**config.mk**
```make
export PLATFORM = sky130hd
export DESIGN_NAME = time_counter
export DESIGN_NICKNAME = d
export VERILOG_FILES = /design/src/rtl/clock_pkg.sv /design/src/rtl/btn_edge_sync.sv /design/src/rtl/time_counter.sv
export SDC_FILE = /design/constraint.sdc
export NUM_CORES = 1
export LEC_CHECK = 0
export CAP_MARGIN = 20
export CORE_MARGIN = 4
export CORE_UTILIZATION = 35
export CTS_CLUSTER_SIZE = 10
export DETAILED_ROUTE_END_ITERATION = 10
export SLEW_MARGIN = 20
export SYNTH_ARGS = -nofsm -noshare
export SYNTH_HDL_FRONTEND = slang
export SYNTH_SLANG_ARGS = --single-unit
```
**constraint.sdc**
```tcl
create_clock -name clk -period 2.51 [get_ports clk]
set_clock_uncertainty 0.05 [all_clocks]
set_input_delay 0.502 -clock clk [delete_from_list [all_inputs] [get_ports clk]]
set_output_delay 0.502 -clock clk [all_outputs]
set_load 0.03 [all_outputs]
```
**src/rtl/clock_pkg.sv**
```systemverilog
// Shared clock/calendar definitions.
//   TIME_W        : width of the hr/min/sec fields
//   MAX_SEC/MIN/HR: last legal value of each field before it wraps
//   BTN_*         : button bit positions for the set-mode actions
//   split_digits  : binary value -> {tens, ones} BCD digits (also used by mmdd)
package clock_pkg;

  localparam int TIME_W = 6;

  localparam logic [TIME_W-1:0] MAX_SEC = TIME_W'(59);
  localparam logic [TIME_W-1:0] MAX_MIN = TIME_W'(59);
  localparam logic [TIME_W-1:0] MAX_HR  = TIME_W'(23);

  localparam int BTN_MIN    = 0;
  localparam int BTN_HR     = 1;
  localparam int BTN_SECCLR = 2;

  // Returns {tens[3:0], ones[3:0]}; values stay below 64 so tens fits 4 bits.
  function automatic logic [7:0] split_digits(input logic [TIME_W-1:0] v);
    return {4'(v / TIME_W'(10)), 4'(v % TIME_W'(10))};
  endfunction

endpackage

```
**src/rtl/btn_edge_sync.sv**
```systemverilog
// Button conditioning: two-flop synchronizer per bit plus a history flop,
// producing a one-cycle pulse on each synchronized rising edge.
//   clk    : system clock
//   rst    : synchronous active-high reset, clears all flops
//   btn_i  : raw asynchronous buttons
//   edge_o : rising-edge pulses (s2 & ~s3), high for one cycle per press
module btn_edge_sync #(
  parameter int W = 4
) (
  input  logic         clk,
  input  logic         rst,
  input  logic [W-1:0] btn_i,
  output logic [W-1:0] edge_o
);

  logic [W-1:0] s1_q, s2_q, s3_q;

  always_ff @(posedge clk) begin
    if (rst) begin
      s1_q <= '0;
      s2_q <= '0;
      s3_q <= '0;
    end else begin
      s1_q <= btn_i;
      s2_q <= s1_q;
      s3_q <= s2_q;
    end
  end

  // A held button keeps s3 high, so it yields a single pulse until released.
  assign edge_o = s2_q & ~s3_q;

endmodule

```
**src/rtl/time_counter.sv**
```systemverilog
// 24-hour time-of-day keeper feeding the calendar date stage.
//   clk, rst        : system clock, synchronous active-high reset
//   sw1             : 1 = time-set mode (counting halted), 0 = run
//   btn[3:0]        : raw buttons; in set mode bit0 min+1, bit1 hr+1, bit2 sec=0
//   hr, min, sec    : binary time fields
//   tick            : one-cycle 1 Hz strobe (drives mmdd enb)
//   hr1/hr2, mn1/mn2, sc1/sc2 : tens/ones digits of each field
module time_counter
  import clock_pkg::*;
#(
  parameter int TICKS_PER_SEC = 50_000_000,
  parameter int PRESC_W       = (TICKS_PER_SEC > 1) ? $clog2(TICKS_PER_SEC) : 1
) (
  input  logic              clk,
  input  logic              rst,
  input  logic              sw1,
  input  logic [3:0]        btn,
  output logic [TIME_W-1:0] hr,
  output logic [TIME_W-1:0] min,
  output logic [TIME_W-1:0] sec,
  output logic              tick,
  output logic [3:0]        hr1,
  output logic [3:0]        hr2,
  output logic [3:0]        mn1,
  output logic [3:0]        mn2,
  output logic [3:0]        sc1,
  output logic [3:0]        sc2
);

  localparam logic [PRESC_W-1:0] PRESC_LAST = PRESC_W'(TICKS_PER_SEC - 1);

  logic [PRESC_W-1:0] presc_q, presc_d;
  logic [TIME_W-1:0]  hr_q, hr_d, min_q, min_d, sec_q, sec_d;
  logic [3:0]         btn_edge;
  logic               one_hot;
  logic               presc_last;

  function automatic logic [TIME_W-1:0] inc_wrap(input logic [TIME_W-1:0] v,
                                                 input logic [TIME_W-1:0] max_v);
    return (v == max_v) ? '0 : v + 1'b1;
  endfunction

  btn_edge_sync #(.W(4)) u_btn (
    .clk    (clk),
    .rst    (rst),
    .btn_i  (btn),
    .edge_o (btn_edge)
  );

  // Simultaneous presses are ambiguous, so only a single-bit edge acts.
  assign one_hot    = (btn_edge != 4'd0) && ((btn_edge & (btn_edge - 4'd1)) == 4'd0);
  assign presc_last = (presc_q == PRESC_LAST);
  assign tick       = presc_last & ~sw1 & ~rst;

  always_comb begin
    presc_d = presc_q;
    hr_d    = hr_q;
    min_d   = min_q;
    sec_d   = sec_q;

    // Set mode pins the prescaler at 0 so a full second elapses after leaving it.
    if (sw1 || presc_last) presc_d = '0;
    else                   presc_d = presc_q + 1'b1;

    if (sw1) begin
      if (one_hot) begin
        if (btn_edge[BTN_MIN])    min_d = inc_wrap(min_q, MAX_MIN);
        if (btn_edge[BTN_HR])     hr_d  = inc_wrap(hr_q, MAX_HR);
        if (btn_edge[BTN_SECCLR]) sec_d = '0;
      end
    end else if (tick) begin
      sec_d = inc_wrap(sec_q, MAX_SEC);
      if (sec_q == MAX_SEC) begin
        min_d = inc_wrap(min_q, MAX_MIN);
        if (min_q == MAX_MIN) hr_d = inc_wrap(hr_q, MAX_HR);
      end
    end
  end

  always_ff @(posedge clk) begin
    if (rst) begin
      presc_q <= '0;
      hr_q    <= '0;
      min_q   <= '0;
      sec_q   <= '0;
    end else begin
      presc_q <= presc_d;
      hr_q    <= hr_d;
      min_q   <= min_d;
      sec_q   <= sec_d;
    end
  end

  assign hr  = hr_q;
  assign min = min_q;
  assign sec = sec_q;

  assign {hr1, hr2} = split_digits(hr_q);
  assign {mn1, mn2} = split_digits(min_q);
  assign {sc1, sc2} = split_digits(sec_q);

endmodule
```
Word-level counts from Yosys, hierarchy flattened
Index checks and enable logic that the tools add are counted.
{"block": "word_totals", "reg_bits": 56, "latchBits": 0, "ramBits": 0, "rom_bits": 0, "inputBits": 7, "output_inout_bits": 43, "word_cells": 62, "memories": 0}
{"block": "op_classes", "addsub": 5, "multipliers": 0, "div": 6, "magnitude_cmp": 0, "n_eq_ne": 8, "shifts": 0, "muxes": 18, "bitwise": 7, "reduce_logical": 11}
{"cell": "2-to-1 mux 6 bit", "n": 18}
{"cell": "adder 26 x 1 -> 26 bit, second input constant", "n": 1}
{"cell": "== test 26 bit, second input constant", "n": 1}
{"cell": "adder 6 x 1 -> 6 bit, second input constant", "n": 3}
{"cell": "divider 6 x 4 -> 6 bit, second input constant", "n": 3}
{"cell": "modulo 6 x 4 -> 6 bit, second input constant", "n": 3}
{"cell": "== test 6 bit, second input constant", "n": 2}
{"cell": "bitwise AND 4 bit", "n": 2}
{"cell": "!= test 2 x 1 -> 1 bit, second input constant", "n": 4}
{"cell": "== test 6 x 5 -> 1 bit, second input constant", "n": 1}
{"cell": "nonzero test 2 bit", "n": 3}
{"cell": "AND reduction 5 bit", "n": 1}
{"cell": "zero test 4 bit", "n": 1}
{"cell": "inverter 4 bit", "n": 1}
{"cell": "AND reduction 4 bit", "n": 1}
{"cell": "nonzero test 4 bit", "n": 1}
{"cell": "subtractor 4 x 1 -> 4 bit, second input constant", "n": 1}
{"cell": "AND reduction 3 bit", "n": 1}
{"cell": "bitwise AND 1 bit", "n": 2}
{"cell": "inverter 1 bit", "n": 2}
{"cell": "OR reduction 2 bit", "n": 1}
{"cell": "logical AND 1 bit", "n": 1}
{"cell": "logical OR 1 bit", "n": 1}

Longest topological paths before layout
{"block": "depth", "depth_word": 8, "ltp_mapped": 12, "mapped_depth_nobuf": 11}

Modules after synthesis
From an unflattened synthesis, not the netlist that was laid out.
{"block": "hier_totals", "hier_cells": 460, "area_unflattened_um2": 3713.6}
{"module": "time_counter", "instances": 1, "cells_each": 431, "area_per_inst_um2": 3321.9, "seq_area_each_um2": 880.8}
{"module": "btn_edge_sync", "instances": 1, "cells_each": 29, "area_per_inst_um2": 391.6, "seq_area_each_um2": 240.2}

Worst setup path before layout
No wires, ideal clock.
{"block": "synth_timing", "kind": "register to output", "startpoint": "register min_q[3], in the netlist min[3]", "endpoint": "output mn2[3]", "arrival_ns": 3.250, "required_time_ns": 1.958, "path_slack_ns": -1.292, "stages_incl_launch_ff": 12, "path_buffers": 1, "cell_sequence": "dfxtp_1 -> clkbuf_1 -> inv_1 -> ha_1 -> nor2b_1 -> o21ai_0 -> a22oi_1 -> xor2_1 -> inv_1 -> ha_1 -> a31oi_1 -> o21ai_0"}
{"block": "synth_between", "elab_chain_cells": 1}
{"element": "start: declaration", "line": "time_counter.sv:33", "source": "logic [TIME_W-1:0] hr_q, hr_d, min_q, min_d, sec_q, sec_d;"}
{"element": "start signal: assignment", "line": "time_counter.sv:89", "source": "min_q <= min_d;"}
{"element": "modulo 6 x 4 -> 6 bit", "line": "clock_pkg.sv:20", "source": "return {4'(v / TIME_W'(10)), 4'(v % TIME_W'(10))};"}
{"element": "end: declaration", "line": "time_counter.sv:25", "source": "output logic [3:0] mn2,"}
Every way passes these cells.

Final worst setup path
{"block": "layout_timing", "startpoint": "register min_q[4], in the netlist min[4]", "endpoint": "output mn2[3]"}
Same word-level chain as after synthesis.

==> flow_metrics.tcl <==
set metrics [dict create \
    syn_area_per_cell_um2 8.23 \
    antennaDiodeCount 0 \
    placeableCoreArea_um2 9240 \
    timing.critical_path.slowest_cell_delay_ps 370 \
    maxClockFrequency_ghz 0.368 \
    htree_levels 2 \
    min_path_type "reg2reg" \
    die_area_um2 11100 \
    routed_wirelength_um 7950 \
    grtUsageMet2_pct 23.7 \
    critical_path.cell_chain "inv_4 > ha_4 > nor2b_1 > o21ai_1 > a22oi_2 > xor2_2 > inv_2 > ha_4 > nor2_1 > nand2_1 > o21ai_4 > buf_6" \
    worst-path-max-fanout 4 \
    floorplan.initialDensity_pct 35.9 \
    yosysWarnings 0 \
    grt_start_max_net_pins 26 \
    total_power_uw 1510 \
    detailroute.via_count 3136 \
    port_buffers 46 \
    synth_largest_area_cell "sky130_fd_sc_hd__dfxtp_1" \
    clock_tree.root_cell "sky130_fd_sc_hd__clkbuf_8" \
    wl_per_cell_um 12.7 \
    design.portCount 50 \
    grt_antenna_before_repair 0 \
    period_share_pct 108 \
    clk_pin_slew_ps 110 \
    synth-edff-count 0 \
    final.setup.worst_slack_ps -204 \
    drive_gt1_share_pct 31.9 \
    ys_seq_area_share_pct 33.8 \
    grt_setup_unrepaired "true" \
    synth_most_common_cell "sky130_fd_sc_hd__dfxtp_1" \
    cts_buffer_depth 2 \
    rows 35 \
    critical-path-top-cell-by-count "sky130_fd_sc_hd__ha_4" \
    place_hpwl_um 5670 \
    synth_top_area_share_pct 33.8 \
    leakagePower_uw 0.00178 \
    timing.final.setup_violations 7 \
    clkLatencyLatePin_ps 310 \
    hold_viol 0 \
    drc 0 \
    ys_dominant_reg_cell "sky130_fd_sc_hd__dfxtp_1" \
    drv.max_cap_violation_count 0 \
    synth_cell_types 59 \
    setup.worst_path.start_class "flop" \
    fillCellCount 863 \
    grt-ovfl-total 0 \
    grt-busiest-layer "met2" \
    gr-usage-met3_pct 2.39 \
    numCtsBuffers 5 \
    worstMarginPinSlew_ps 668 \
    crit_type "reg2out" \
    die_height_um 105 \
    vdd_drop_max_v 0.000271 \
    synth_common_cells "sky130_fd_sc_hd__dfxtp_1 (56), sky130_fd_sc_hd__nor2_1 (50), sky130_fd_sc_hd__nand2_1 (23)" \
    pwr_density_cell_nw_per_um2 312 \
    synth_cells 403 \
    cts_sinks 56 \
    grt_pass1_wl_um 13100 \
    num-nets-final 521 \
    first_global_vias 2947 \
    yosys-top-cells-area "sky130_fd_sc_hd__dfxtp_1 (34%), sky130_fd_sc_hd__ha_1 (6.4%), sky130_fd_sc_hd__nor2_1 (5.7%)" \
    post_synthesis_sequential_element_count 56 \
    relSlewSlack_pct 55.1 \
    critical_path.endpoint_type "output port" \
    globalRouteMet1Util_pct 17.8 \
    area.growth.synth_to_final_pct 45.6 \
    async_reset_ff_share_pct 0 \
    grt_util_all_layers_pct 13.7 \
    vias_per_inst 5.00 \
    detailedPlace.worstSlack_ps -210 \
    violations "setup timing" \
    cpMaxStageDelayCell "sky130_fd_sc_hd__dfxtp_4" \
    critPathArrivalTime_ps 2160 \
    hold_buffer_count_at_cts 0 \
    required_ps 1960 \
    slew_viol_final 0 \
    antenna_left 0 \
    fp.dieW_um 105 \
    dr.pass1.iters 4 \
    end_of_flow_core_utilization_pct 52.3 \
    number_of_design_rule_violations_left_by_the_first_detailed_router_iteration 136 \
    status "finished with violations" \
    finalWorstPathRequiredPeriod_ps 2710 \
    cts_tree "yes" \
    final.hold.worst_slack_ps 400 \
    mappedNetlistArea_um2 3320 \
    final_weighted_congestion_in_routability_driven_placement 0.833 \
]
## per-layer routing
layer  vias up  part of all wire (%)
met5         -                     0
met4         0                  0.65
met3         4                   3.0
met2        54                    49
met1      1478                    48
li1       1600                     -
## cells in the final DEF (no fill, tap or decap), drive strengths merged, types with 2 or more instances in the layout
cell	n
clkbuf	6
o211ai	4
nor3	8
and4	2
nor3b	3
dfxtp	56
o31ai	4
conb	3
buf	73
nor4b	2
nor4bb	2
or2	2
or2b	2
nand4	8
o22ai	3
nand2b	8
a21oi	18
a31oi	5
a2111oi	2
nand2	23
o21bai	3
and2	3
nor4	6
inv	20
or4	4
or3	5
a221o	2
o21ai	21
xor2	19
nor2b	19
ha	17
nor2	50
nand3	19
clkdlybuf4s50	31
nand3b	3
mux2i	4
xnor2	12
o21a	2
and3	8
a22oi	2
## where the power goes
group          switching (uW)  total, uW  internal (uW)
Sequential               4.35        892            888
Combinational            44.7       79.1           34.3
Clock                     327        538            212
## kinds of logic (layout without fill, tap and decap cells)
family	Yosys count	count (layout)	share of synthesized area (%)
other cells	1	3	0.113
flops	56	56	33.8
buf+inv	38	131	5.96
mux	4	4	1.21
compound gates	76	76	14.7
fa+ha+maj	17	17	6.41
simple gates	180	180	29.6
xor+xnor	31	31	8.19
## state kept, by name, indices dropped and copies added, names as in the netlist
name / flops
hr: 6
min: 6
presc_q: 26
sec: 6
u_btn.s1_q: 4
u_btn.s2_q: 4
u_btn.s3_q: 4
## metrics by stage
step | std cells | TNS (ps) | instance area, um2
3_3_place_gp | 600 | -893 | 4340
5_1_grt | 627 | -2180 | 4830
4_1_cts | 621 | -1610 | 4660
2_1_floorplan | 405 | -1280 | 3600
3_5_place_dp | 600 | -994 | 4340
6_report | 627 | -1160 | 4830
## path summary, 6_finish.rpt
check	startpoint	end	slack (ps)	cells past startpoint
max	min[4]	mn2[3]	-200	12
min	u_btn.s1_q[0]	u_btn.s2_q[0]	400	1
max reg2reg	presc_q[1]	hr[1]	80	10
min reg2reg	u_btn.s1_q[0]	u_btn.s2_q[0]	400	1
## timing repair
item,in CTS,in global routing
setup buffers,13,6
setup endpoints to repair,15,14
gates cloned,0,0
pin swaps,24,17
gates resized for setup,35,38
## worst max-delay path: cells and delay by family, from the launching register on
| family | cells | cell delay [ps] |
|---|---|---|
| AO/OA/AOI/OAI | 3 | 350 |
| XOR/XNOR | 1 | 200 |
| adder cells (fa/ha/maj) | 2 | 410 |
| buffers and inverters | 3 | 250 |
| flip-flops | 1 | 370 |
| AND/OR/NAND/NOR | 3 | 280 |
## area by class of cell
type                    count  area, um2  share of cell area (%)
inverters                  17       78.8                    1.63
well taps                 129        161                    3.34
repair buffers            106        917                    19.0
clock inverters             3       28.8                   0.596
multi-input cells         311       2410                    49.9
clock buffers               5       68.8                    1.42
flip-flops and latches     56       1170                    24.1
(Power assumes the default switching activity.)
